## src/rtl/ysyx_23060191_trap_ctrl.sv

```systemverilog
// Trap/CSR sequencing controller: runs CSR read-modify-write, ECALL trap entry
// and MRET return as short fixed sequences against a single-port CSR file.
module ysyx_23060191_trap_ctrl #(
    parameter int          CPU_WIDTH = 32,
    parameter logic [11:0] MTVEC_A   = 12'h305,
    parameter logic [11:0] MEPC_A    = 12'h341,
    parameter logic [11:0] MCAUSE_A  = 12'h342
) (
    input  logic                 clk,
    input  logic                 rst_n,
    input  logic                 req_valid,
    output logic                 req_ready,
    input  logic [1:0]           req_type,
    input  logic [1:0]           csr_op,
    input  logic [11:0]          csr_addr,
    input  logic [CPU_WIDTH-1:0] csr_src,
    input  logic [CPU_WIDTH-1:0] req_pc,
    input  logic [7:0]           ecall_no,
    output logic [11:0]          csr_raddr,
    input  logic [CPU_WIDTH-1:0] csr_rdata,
    output logic                 csr_we,
    output logic [11:0]          csr_waddr,
    output logic [CPU_WIDTH-1:0] csr_wdata,
    output logic                 rd_we,
    output logic [CPU_WIDTH-1:0] rd_data,
    output logic                 redirect_valid,
    output logic [CPU_WIDTH-1:0] redirect_pc,
    output logic                 done,
    output logic                 err
);

    typedef enum logic [2:0] {
        IDLE     = 3'd0,
        CSR_RD   = 3'd1,
        CSR_WR   = 3'd2,
        TR_EPC   = 3'd3,
        TR_CAUSE = 3'd4,
        TR_VEC   = 3'd5,
        MRET     = 3'd6,
        ERR      = 3'd7
    } state_e;

    localparam logic [1:0] OP_RW = 2'b01;
    localparam logic [1:0] OP_RS = 2'b10;
    localparam logic [1:0] OP_RC = 2'b11;

    state_e                 state_q, state_d;
    logic [1:0]             op_q;
    logic [11:0]            addr_q;
    logic [CPU_WIDTH-1:0]   src_q;
    logic [CPU_WIDTH-1:0]   pc_q;
    logic [7:0]             ecall_q;
    logic [CPU_WIDTH-1:0]   old_q;
    logic                   accept_s;
    logic                   wr_skip_s;

    function automatic logic [CPU_WIDTH-1:0] csr_modify(
        input logic [1:0]           op,
        input logic [CPU_WIDTH-1:0] old_val,
        input logic [CPU_WIDTH-1:0] src
    );
        case (op)
            OP_RS:   csr_modify = old_val | src;
            OP_RC:   csr_modify = old_val & ~src;
            default: csr_modify = src;
        endcase
    endfunction

    assign accept_s  = (state_q == IDLE) && req_valid;
    // Set/clear with a zero mask must leave the CSR untouched (no side-effect write).
    assign wr_skip_s = (op_q != OP_RW) && (src_q == '0);

    // State register.
    always_ff @(posedge clk or negedge rst_n) begin
        if (!rst_n) begin
            state_q <= IDLE;
        end else begin
            state_q <= state_d;
        end
    end

    // Request latch and old-CSR-value capture.
    always_ff @(posedge clk or negedge rst_n) begin
        if (!rst_n) begin
            op_q    <= 2'b00;
            addr_q  <= 12'h000;
            src_q   <= '0;
            pc_q    <= '0;
            ecall_q <= 8'h00;
            old_q   <= '0;
        end else begin
            if (accept_s) begin
                op_q    <= csr_op;
                addr_q  <= csr_addr;
                src_q   <= csr_src;
                pc_q    <= req_pc;
                ecall_q <= ecall_no;
            end
            if (state_q == CSR_RD) begin
                old_q <= csr_rdata;
            end
        end
    end

    // Next-state decode.
    always_comb begin
        state_d = state_q;
        case (state_q)
            IDLE: begin
                if (req_valid) begin
                    case (req_type)
                        2'b00:   state_d = (csr_op == 2'b00) ? ERR : CSR_RD;
                        2'b01:   state_d = TR_EPC;
                        2'b10:   state_d = MRET;
                        default: state_d = ERR;
                    endcase
                end else begin
                    state_d = IDLE;
                end
            end
            CSR_RD:   state_d = CSR_WR;
            CSR_WR:   state_d = IDLE;
            TR_EPC:   state_d = TR_CAUSE;
            TR_CAUSE: state_d = TR_VEC;
            TR_VEC:   state_d = IDLE;
            MRET:     state_d = IDLE;
            ERR:      state_d = IDLE;
            default:  state_d = IDLE;
        endcase
    end

    // Output decode: every pulse and its payload come straight from the current state.
    always_comb begin
        req_ready      = 1'b0;
        csr_raddr      = 12'h000;
        csr_we         = 1'b0;
        csr_waddr      = 12'h000;
        csr_wdata      = '0;
        rd_we          = 1'b0;
        rd_data        = '0;
        redirect_valid = 1'b0;
        redirect_pc    = '0;
        done           = 1'b0;
        err            = 1'b0;
        case (state_q)
            IDLE: begin
                req_ready = 1'b1;
            end
            CSR_RD: begin
                csr_raddr = addr_q;
            end
            CSR_WR: begin
                if (wr_skip_s) begin
                    csr_we = 1'b0;
                end else begin
                    csr_we    = 1'b1;
                    csr_waddr = addr_q;
                    csr_wdata = csr_modify(op_q, old_q, src_q);
                end
                rd_we   = 1'b1;
                rd_data = old_q;
                done    = 1'b1;
            end
            TR_EPC: begin
                csr_we    = 1'b1;
                csr_waddr = MEPC_A;
                csr_wdata = pc_q;
            end
            TR_CAUSE: begin
                csr_we    = 1'b1;
                csr_waddr = MCAUSE_A;
                csr_wdata = {{(CPU_WIDTH-8){1'b0}}, ecall_q};
            end
            TR_VEC: begin
                csr_raddr      = MTVEC_A;
                redirect_valid = 1'b1;
                redirect_pc    = {csr_rdata[CPU_WIDTH-1:2], 2'b00};
                done           = 1'b1;
            end
            MRET: begin
                csr_raddr      = MEPC_A;
                redirect_valid = 1'b1;
                redirect_pc    = csr_rdata;
                done           = 1'b1;
            end
            ERR: begin
                done = 1'b1;
                err  = 1'b1;
            end
            default: begin
                req_ready = 1'b0;
            end
        endcase
    end

endmodule

```

## config.mk

```make
export PLATFORM = sky130hd
export DESIGN_NAME = ysyx_23060191_trap_ctrl
export DESIGN_NICKNAME = d
export VERILOG_FILES = /design/src/rtl/ysyx_23060191_trap_ctrl.sv
export SDC_FILE = /design/constraint.sdc
export NUM_CORES = 1
export LEC_CHECK = 0
export CAP_MARGIN = 20
export CORE_MARGIN = 2
export CORE_UTILIZATION = 45
export CTS_BUF_LIST = sky130_fd_sc_hd__clkbuf_2 sky130_fd_sc_hd__clkbuf_4 sky130_fd_sc_hd__clkbuf_8
export CTS_CLUSTER_DIAMETER = 50
export DETAILED_ROUTE_END_ITERATION = 8
export GPL_TIMING_DRIVEN = 1
export PLACE_DENSITY = 0.81
export SLEW_MARGIN = 20
export SYNTH_ARGS = -nofsm -noshare
export SYNTH_HDL_FRONTEND = slang
export SYNTH_SLANG_ARGS = --single-unit
export TNS_END_PERCENT = 1
```

## constraint.sdc

```tcl
create_clock -name clk -period 3.3 [get_ports clk]
set_clock_uncertainty 0.2 [all_clocks]
set_input_delay 0.66 -clock clk [delete_from_list [all_inputs] [get_ports clk]]
set_output_delay 0.66 -clock clk [all_outputs]
set_load 0.005 [all_outputs]
```

### Word level (Yosys, flattened, before mapping)

Cells that the tools add are included.

| storage, ports and cells | value |
|---|---|
| register bits after elaboration | 121 |
| input bits | 123 |
| output and inout port bits | 126 |
| logic and storage cells | 50 |

| operators by class | value |
|---|---|
| equality and inequality tests | 12 |
| muxes and demuxes | 19 |
| bitwise gates (word level) | 3 |
| reduce and logical (&&, ||, !) cells | 9 |

Operators by type and width:

| kind | count |
|---|---|
| $pmux W32 S2 | 2 |
| $pmux W32 S3 | 1 |
| $pmux W12 S3 | 2 |
| $mux W32 | 2 |
| $and A32 B32 Y32 | 1 |
| $logic_not A32 Y1 | 1 |
| $not A32 Y32 | 1 |
| $or A32 B32 Y32 | 1 |
| $pmux W3 S5 | 1 |
| $eq A3 B3 Y1 const B | 4 |
| $mux W12 | 1 |
| $pmux W3 S3 | 1 |
| $eq A2 B2 Y1 const B | 3 |
| $eq A3 B2 Y1 const B | 2 |
| $mux W1 | 6 |
| $mux W3 | 2 |
| $logic_not A2 Y1 | 2 |
| $reduce_or A2 Y1 | 2 |
| $reduce_or A4 Y1 | 1 |
| $eq A3 B1 Y1 const B | 1 |
| $logic_not A3 Y1 | 1 |
| $eq A2 B1 Y1 const B | 1 |
| $logic_and A1 B1 Y1 | 2 |
| $ne A2 B1 Y1 const B | 1 |
| $pmux W1 S2 | 1 |

### Logic depth before layout (Yosys ltp)

| depth | value |
|---|---|
| word-level depth | 5 |
| depth in mapped cells | 8 |
| depth with buffers taken out | 5 |

### Least setup slack after synthesis

No wires, ideal clock.

| timing path | value |
|---|---|
| path kind | register to output |
| from | register src_q[6] |
| to | output csr_waddr[6] |
| arrival time | 1.579 ns |
| required time | 2.440 ns |
| slack | 0.861 ns |
| cell stages (with the launch flop) | 5 |
| buffers on the path | 0 |
| path through | dfrtp_1 nor4_1 nand4_1 or3_4 a311o_1 |

| on the way | value |
|---|---|
| cells in the longest elaborated chain, start to end | 4 |

RTL lines:

| what | RTL line | RTL |
|---|---|---|
| start, declared | 50 | `logic [CPU_WIDTH-1:0] src_q;` |
| start signal, assigned | 95 | `src_q <= csr_src;` |
| $logic_not A32 Y1 | 71 | `assign wr_skip_s = (op_q != OP_RW) && (src_q == '0);` |
| $logic_and A1 B1 Y1 | 71 |  |
| $mux W12 | 153 | `if (wr_skip_s) begin` |
| $pmux W12 S3 | 145 | `case (state_q)` |
| end, declared | 22 | `output logic [11:0] csr_waddr,` |

Every way passes these cells.

### Worst setup path after layout

| timing path | value |
|---|---|
| from | register src_q[1] |
| to | output csr_wdata[10] |

| on the way | value |
|---|---|
| cells in the longest elaborated chain, start to end | 4 |

RTL lines:

| what | RTL line | RTL |
|---|---|---|
| $logic_not A32 Y1 | 71 |  |
| $logic_and A1 B1 Y1 | 71 |  |
| $mux W32 | 153 |  |
| $pmux W32 S3 | 145 |  |
| end, declared | 23 | `output logic [CPU_WIDTH-1:0] csr_wdata,` |

Every way passes these cells.

==> flow_summary.html <==
<table>
<tr><th>Metric</th><th>Value</th></tr>
<tr><th colspan="2">Min path</th></tr>
<tr><td>Hold/Removal Path Class</td><td>in2async</td></tr>
<tr><th colspan="2">Clocking</th></tr>
<tr><td>Clock slew at reported path FFs</td><td>0.07 ns</td></tr>
<tr><td>Clock sinks</td><td>between 100 and 150</td></tr>
<tr><td>Number of hold buffers added after cts</td><td>0</td></tr>
<tr><td>Number of buffers added by the clock tree synthesis step</td><td>17</td></tr>
<tr><td>Number of levels the H-tree was split into</td><td>4</td></tr>
<tr><td>Clock buffer depth</td><td>2</td></tr>
<tr><td>Clock latency at the later pin of the worst-skew pair</td><td>around 0.42 ns</td></tr>
<tr><td>TritonCTS clock tree</td><td>yes</td></tr>
<tr><td>CTS Root Buffer Type</td><td>sky130_fd_sc_hd__clkbuf_8</td></tr>
<tr><th colspan="2">Timing</th></tr>
<tr><td>Max frequency</td><td>308 MHz</td></tr>
<tr><td>Measured slew at the worst slew-check pin</td><td>a little over 0.8 ns</td></tr>
<tr><td>Fraction of the cycle the final worst path needs</td><td>98.3%</td></tr>
<tr><td>Number of failing hold endpoints at the final stage</td><td>0</td></tr>
<tr><td>Max-Slew Margin vs Limit</td><td>46.0%</td></tr>
<tr><td>Unrepaired setup endpoints after global routing</td><td>yes</td></tr>
<tr><td>Final Critical Period</td><td>3.24 ns</td></tr>
<tr><td>Smallest setup slack after layout</td><td>0.0560 ns</td></tr>
<tr><td>Max Transition Viols Final</td><td>0</td></tr>
<tr><td>Final setup violation count</td><td>0</td></tr>
<tr><th colspan="2">Global routing</th></tr>
<tr><td>All-Layer GR Usage</td><td>28.2%</td></tr>
<tr><td>Vias in the first global route</td><td>6003</td></tr>
<tr><td>Total grt overflow</td><td>0</td></tr>
<tr><td>First-pass GRT wire length</td><td>31600 um</td></tr>
<tr><td>Antenna violations before repair</td><td>0</td></tr>
<tr><td>Maximum number of pins on one net before global-route repair</td><td>63</td></tr>
<tr><th colspan="2">Worst setup path</th></tr>
<tr><td>Minimum setup slack among reg-to-reg paths</td><td>1.11 ns</td></tr>
<tr><td>Max Fanout on Critical Path</td><td>13</td></tr>
<tr><td>Most prevalent standard cell on the critical path</td><td>sky130_fd_sc_hd__buf_4</td></tr>
<tr><td>Arrival time reported for the critical path endpoint</td><td>roughly 2.4 ns</td></tr>
<tr><td>Critical path capture point type</td><td>output pin</td></tr>
<tr><td>CP cell instances</td><td>nor4_2, nand4_1, buf_4, o31ai_4, buf_4, o21ai_2, dlygate4sd2_1</td></tr>
<tr><td>Combined buffer and inverter count along the critical path</td><td>3</td></tr>
<tr><td>Largest stage delay on the critical path</td><td>about 0.42 ns</td></tr>
<tr><td>CP max-delay cell</td><td>sky130_fd_sc_hd__dfrtp_1</td></tr>
<tr><td>Worst Reg2Reg Path Length in Cells</td><td>5</td></tr>
<tr><td>Classification of the worst setup path</td><td>reg2out</td></tr>
<tr><td>Startpoint kind of the worst setup timing path</td><td>flop</td></tr>
<tr><td>Critical path data required time</td><td>2.44 ns</td></tr>
<tr><td>RR Startpoint</td><td>state_q[0]</td></tr>
<tr><td>Crit Reg-Reg Endpoint</td><td>old_q[12]</td></tr>
<tr><td>Delay-heaviest family, CP</td><td>buffers and inverters</td></tr>
<tr><th colspan="2">Cells and area</th></tr>
<tr><td>Fin nets</td><td>about 1100</td></tr>
<tr><td>Area added between synthesis and finish</td><td>52.8%</td></tr>
<tr><td>Most frequent cells in the layout</td><td>sky130_fd_sc_hd__nand2_1 (303), sky130_fd_sc_hd__clkdlybuf4s50_1 (204), sky130_fd_sc_hd__dfrtp_1 (118), sky130_fd_sc_hd__and2_1 (66), sky130_fd_sc_hd__nor2_1 (48)</td></tr>
<tr><td>Fraction of final layout cells sized beyond drive strength 1</td><td>14.5%</td></tr>
<tr><td>Total inserted antenna cells</td><td>0</td></tr>
<tr><td>Final Instance Count excl. Fillers</td><td>1207</td></tr>
<tr><td>Fraction of the core area covered by cells at the end of the flow</td><td>a little under three quarters</td></tr>
<tr><td>Commonest non-fill, non-tap cell in the layout</td><td>sky130_fd_sc_hd__nand2_1</td></tr>
<tr><td>Count of filler cells inserted in the layout</td><td>around 1100</td></tr>
<tr><th colspan="2">Synthesis</th></tr>
<tr><td>Ys Warns</td><td>0</td></tr>
<tr><td>Register bit total from synthesis</td><td>between 100 and 150</td></tr>
<tr><td>Cell area after synthesis</td><td>6190 um^2</td></tr>
<tr><td>Proportion of netlist area held by the largest area contributor</td><td>48.9%</td></tr>
<tr><td>Post-synth top flop</td><td>sky130_fd_sc_hd__dfrtp_1</td></tr>
<tr><td>Average cell area after synthesis</td><td>8.12 um^2</td></tr>
<tr><td>Number of unique standard cell types used by synthesis</td><td>39</td></tr>
<tr><td>Share of synthesized flip-flops with an asynchronous set or reset</td><td>100%</td></tr>
<tr><td>Syn nets</td><td>889</td></tr>
<tr><td>Sequential cell area fraction in the yosys report</td><td>approximately half</td></tr>
<tr><td>Number of synthesized flops with an enable pin</td><td>0</td></tr>
<tr><td>Cell count after synthesis</td><td>763</td></tr>
<tr><td>Main area contributors after synthesis</td><td>sky130_fd_sc_hd__dfrtp_1 (49%), sky130_fd_sc_hd__nand2_1 (18%), sky130_fd_sc_hd__and2_1 (6.7%)</td></tr>
<tr><td>Library cell with the largest summed area after synthesis</td><td>sky130_fd_sc_hd__dfrtp_1</td></tr>
<tr><th colspan="2">Run</th></tr>
<tr><td>Number of max-cap violations</td><td>0</td></tr>
<tr><th colspan="2">Floorplan</th></tr>
<tr><td>Starting utilization of the core area</td><td>46.4%</td></tr>
<tr><td>Width of the die</td><td>121 um</td></tr>
<tr><td>Core Footprint</td><td>13300 um^2</td></tr>
<tr><td>Count of standard-cell rows</td><td>42</td></tr>
<tr><td>Number of placed I/O pins</td><td>roughly 250</td></tr>
<tr><td>Die H</td><td>around 120 um</td></tr>
<tr><td>Die outline area</td><td>14700 um^2</td></tr>
<tr><th colspan="2">Drt</th></tr>
<tr><td>Vias per std cell</td><td>roughly 5.1</td></tr>
<tr><td>DRC violation count after routing</td><td>0</td></tr>
<tr><td>First-iteration detailed-routing DRC count</td><td>533</td></tr>
<tr><td>Final wirelength</td><td>about 20000 um</td></tr>
<tr><td>Router iterations before antenna repair</td><td>7</td></tr>
<tr><td>Overall via count from detail_route</td><td>slightly above 6000</td></tr>
<tr><td>Routed wire per std cell</td><td>16.7 um</td></tr>
<tr><td>Final ANT Viol Nets</td><td>0</td></tr>
<tr><th colspan="2">Power and ir drop</th></tr>
<tr><td>Static leakage</td><td>4.41 nW</td></tr>
<tr><td>Power density normalized to cell area</td><td>859 nW/um^2</td></tr>
<tr><td>Peak ir drop on the vdd network</td><td>0.441 mV</td></tr>
<tr><th colspan="2">Run status</th></tr>
<tr><td>Status</td><td>completed</td></tr>
<tr><th colspan="2">Placed design</th></tr>
<tr><td>Half-perimeter wire length after detailed placement</td><td>14500 um</td></tr>
<tr><td>Gp weighted congestion</td><td>0.910</td></tr>
<tr><td>Placed cell count</td><td>1161</td></tr>
<tr><td>Input/output buffers</td><td>approximately 250</td></tr>
<tr><td>Worst Setup Slack post-DPL</td><td>-0.0117 ns</td></tr>
</table>
sequential cells by signal (all words and copies together) (netlist names):
register  count
state_q       3
addr_q       12
old_q        32
op_q          2
src_q        32
ecall_q       8
pc_q         32
power breakdown:
part           switching, mW  total, mW  internal, mW
sequential             0.601       2.82          2.22
combinational           1.93       3.80          1.87
clock                  0.572       1.51         0.936
total                   3.11       8.13          5.02
cells in the mapped netlist (2+ instances only):
library cell               instances
sky130_fd_sc_hd__nor3_1            9
sky130_fd_sc_hd__o21ai_0          40
sky130_fd_sc_hd__buf_2            11
sky130_fd_sc_hd__nor4_1            8
sky130_fd_sc_hd__o21ai_2           3
sky130_fd_sc_hd__mux2_2           32
sky130_fd_sc_hd__ha_1              3
sky130_fd_sc_hd__nand2b_1          3
sky130_fd_sc_hd__a21oi_1          35
sky130_fd_sc_hd__a311o_1           3
sky130_fd_sc_hd__clkbuf_1         28
sky130_fd_sc_hd__inv_1            11
sky130_fd_sc_hd__buf_4             4
sky130_fd_sc_hd__nand2_1         304
sky130_fd_sc_hd__and2_1           66
sky130_fd_sc_hd__a22oi_1           8
sky130_fd_sc_hd__clkbuf_2          2
sky130_fd_sc_hd__a21o_1            4
sky130_fd_sc_hd__a211oi_1          2
sky130_fd_sc_hd__dfrtp_1         121
sky130_fd_sc_hd__nor2_1           48
cell families after synthesis:
| group | after synthesis | synth area share (%) |
|---|---|---|
| simple gates | 449 | 31.1 |
| fa+ha+maj | 3 | 0.606 |
| flops | 121 | 48.9 |
| compound gates | 98 | 9.01 |
| buf+inv | 60 | 4.54 |
| mux | 32 | 5.82 |
worst register-to-register path: cells and delay by family, from the launching register on:
kind	cells	cell delay, ns
simple gates	2	0.37
mux	1	0.40
buf+inv	2	0.60
flops	1	0.51
final cells by class:
cell class,instances,area [um^2],area share (%)
sequential,121,3030,32.0
multi-input combinational,582,3010,31.8
timing repair buffer,285,2710,28.6
clock buffer,25,319,3.37
tap,176,220,2.33
clock inverter,7,138,1.45
inverter,11,41.3,0.436
how the worst max path moves through the flow:
stage / start / end / slack, ns / depth (start not counted)
after global routing: src_q[1] / csr_wdata[10] / -0.04 / 7
after floorplan: src_q[6] / csr_waddr[6] / 0.86 / 4
after detailed placement: src_q[9] / csr_waddr[6] / -0.01 / 5
final: src_q[1] / csr_wdata[10] / 0.06 / 7
after global placement: src_q[9] / csr_waddr[6] / 0.02 / 5
after CTS: src_q[21] / csr_wdata[13] / -0.07 / 9
per-stage QoR:
stage                     setup TNS, ns  instance area (um^2)  total power, mW  hold WS (ns)
after floorplan                       0                  6190             4.67         0.164
after global placement                0                  8930             6.48         0.257
after detailed placement        -0.0117                  8930             6.57         0.262
after CTS                        -0.709                  9550             8.18         0.129
after global routing             -0.284                  9460             8.72         0.159
final                                 0                  9460             8.13         0.111
layer usage:
layer,wire (um),GRT usage (%),vias up
li1,-,-,2965
met1,8100,34.8,2874
met2,10000,47.3,256
met3,1570,8.13,33
met4,471,9.84,0
met5,0,0,-
timing repair:
item / CTS / global route
endpoints found under the setup margin: 43 / 80
gates cloned: 1 / 0
buffers inserted: 11 / 5
gates resized for setup: 99 / 33
pin swaps: 5 / 7
Note: power is estimated with default switching activity, not from simulation.
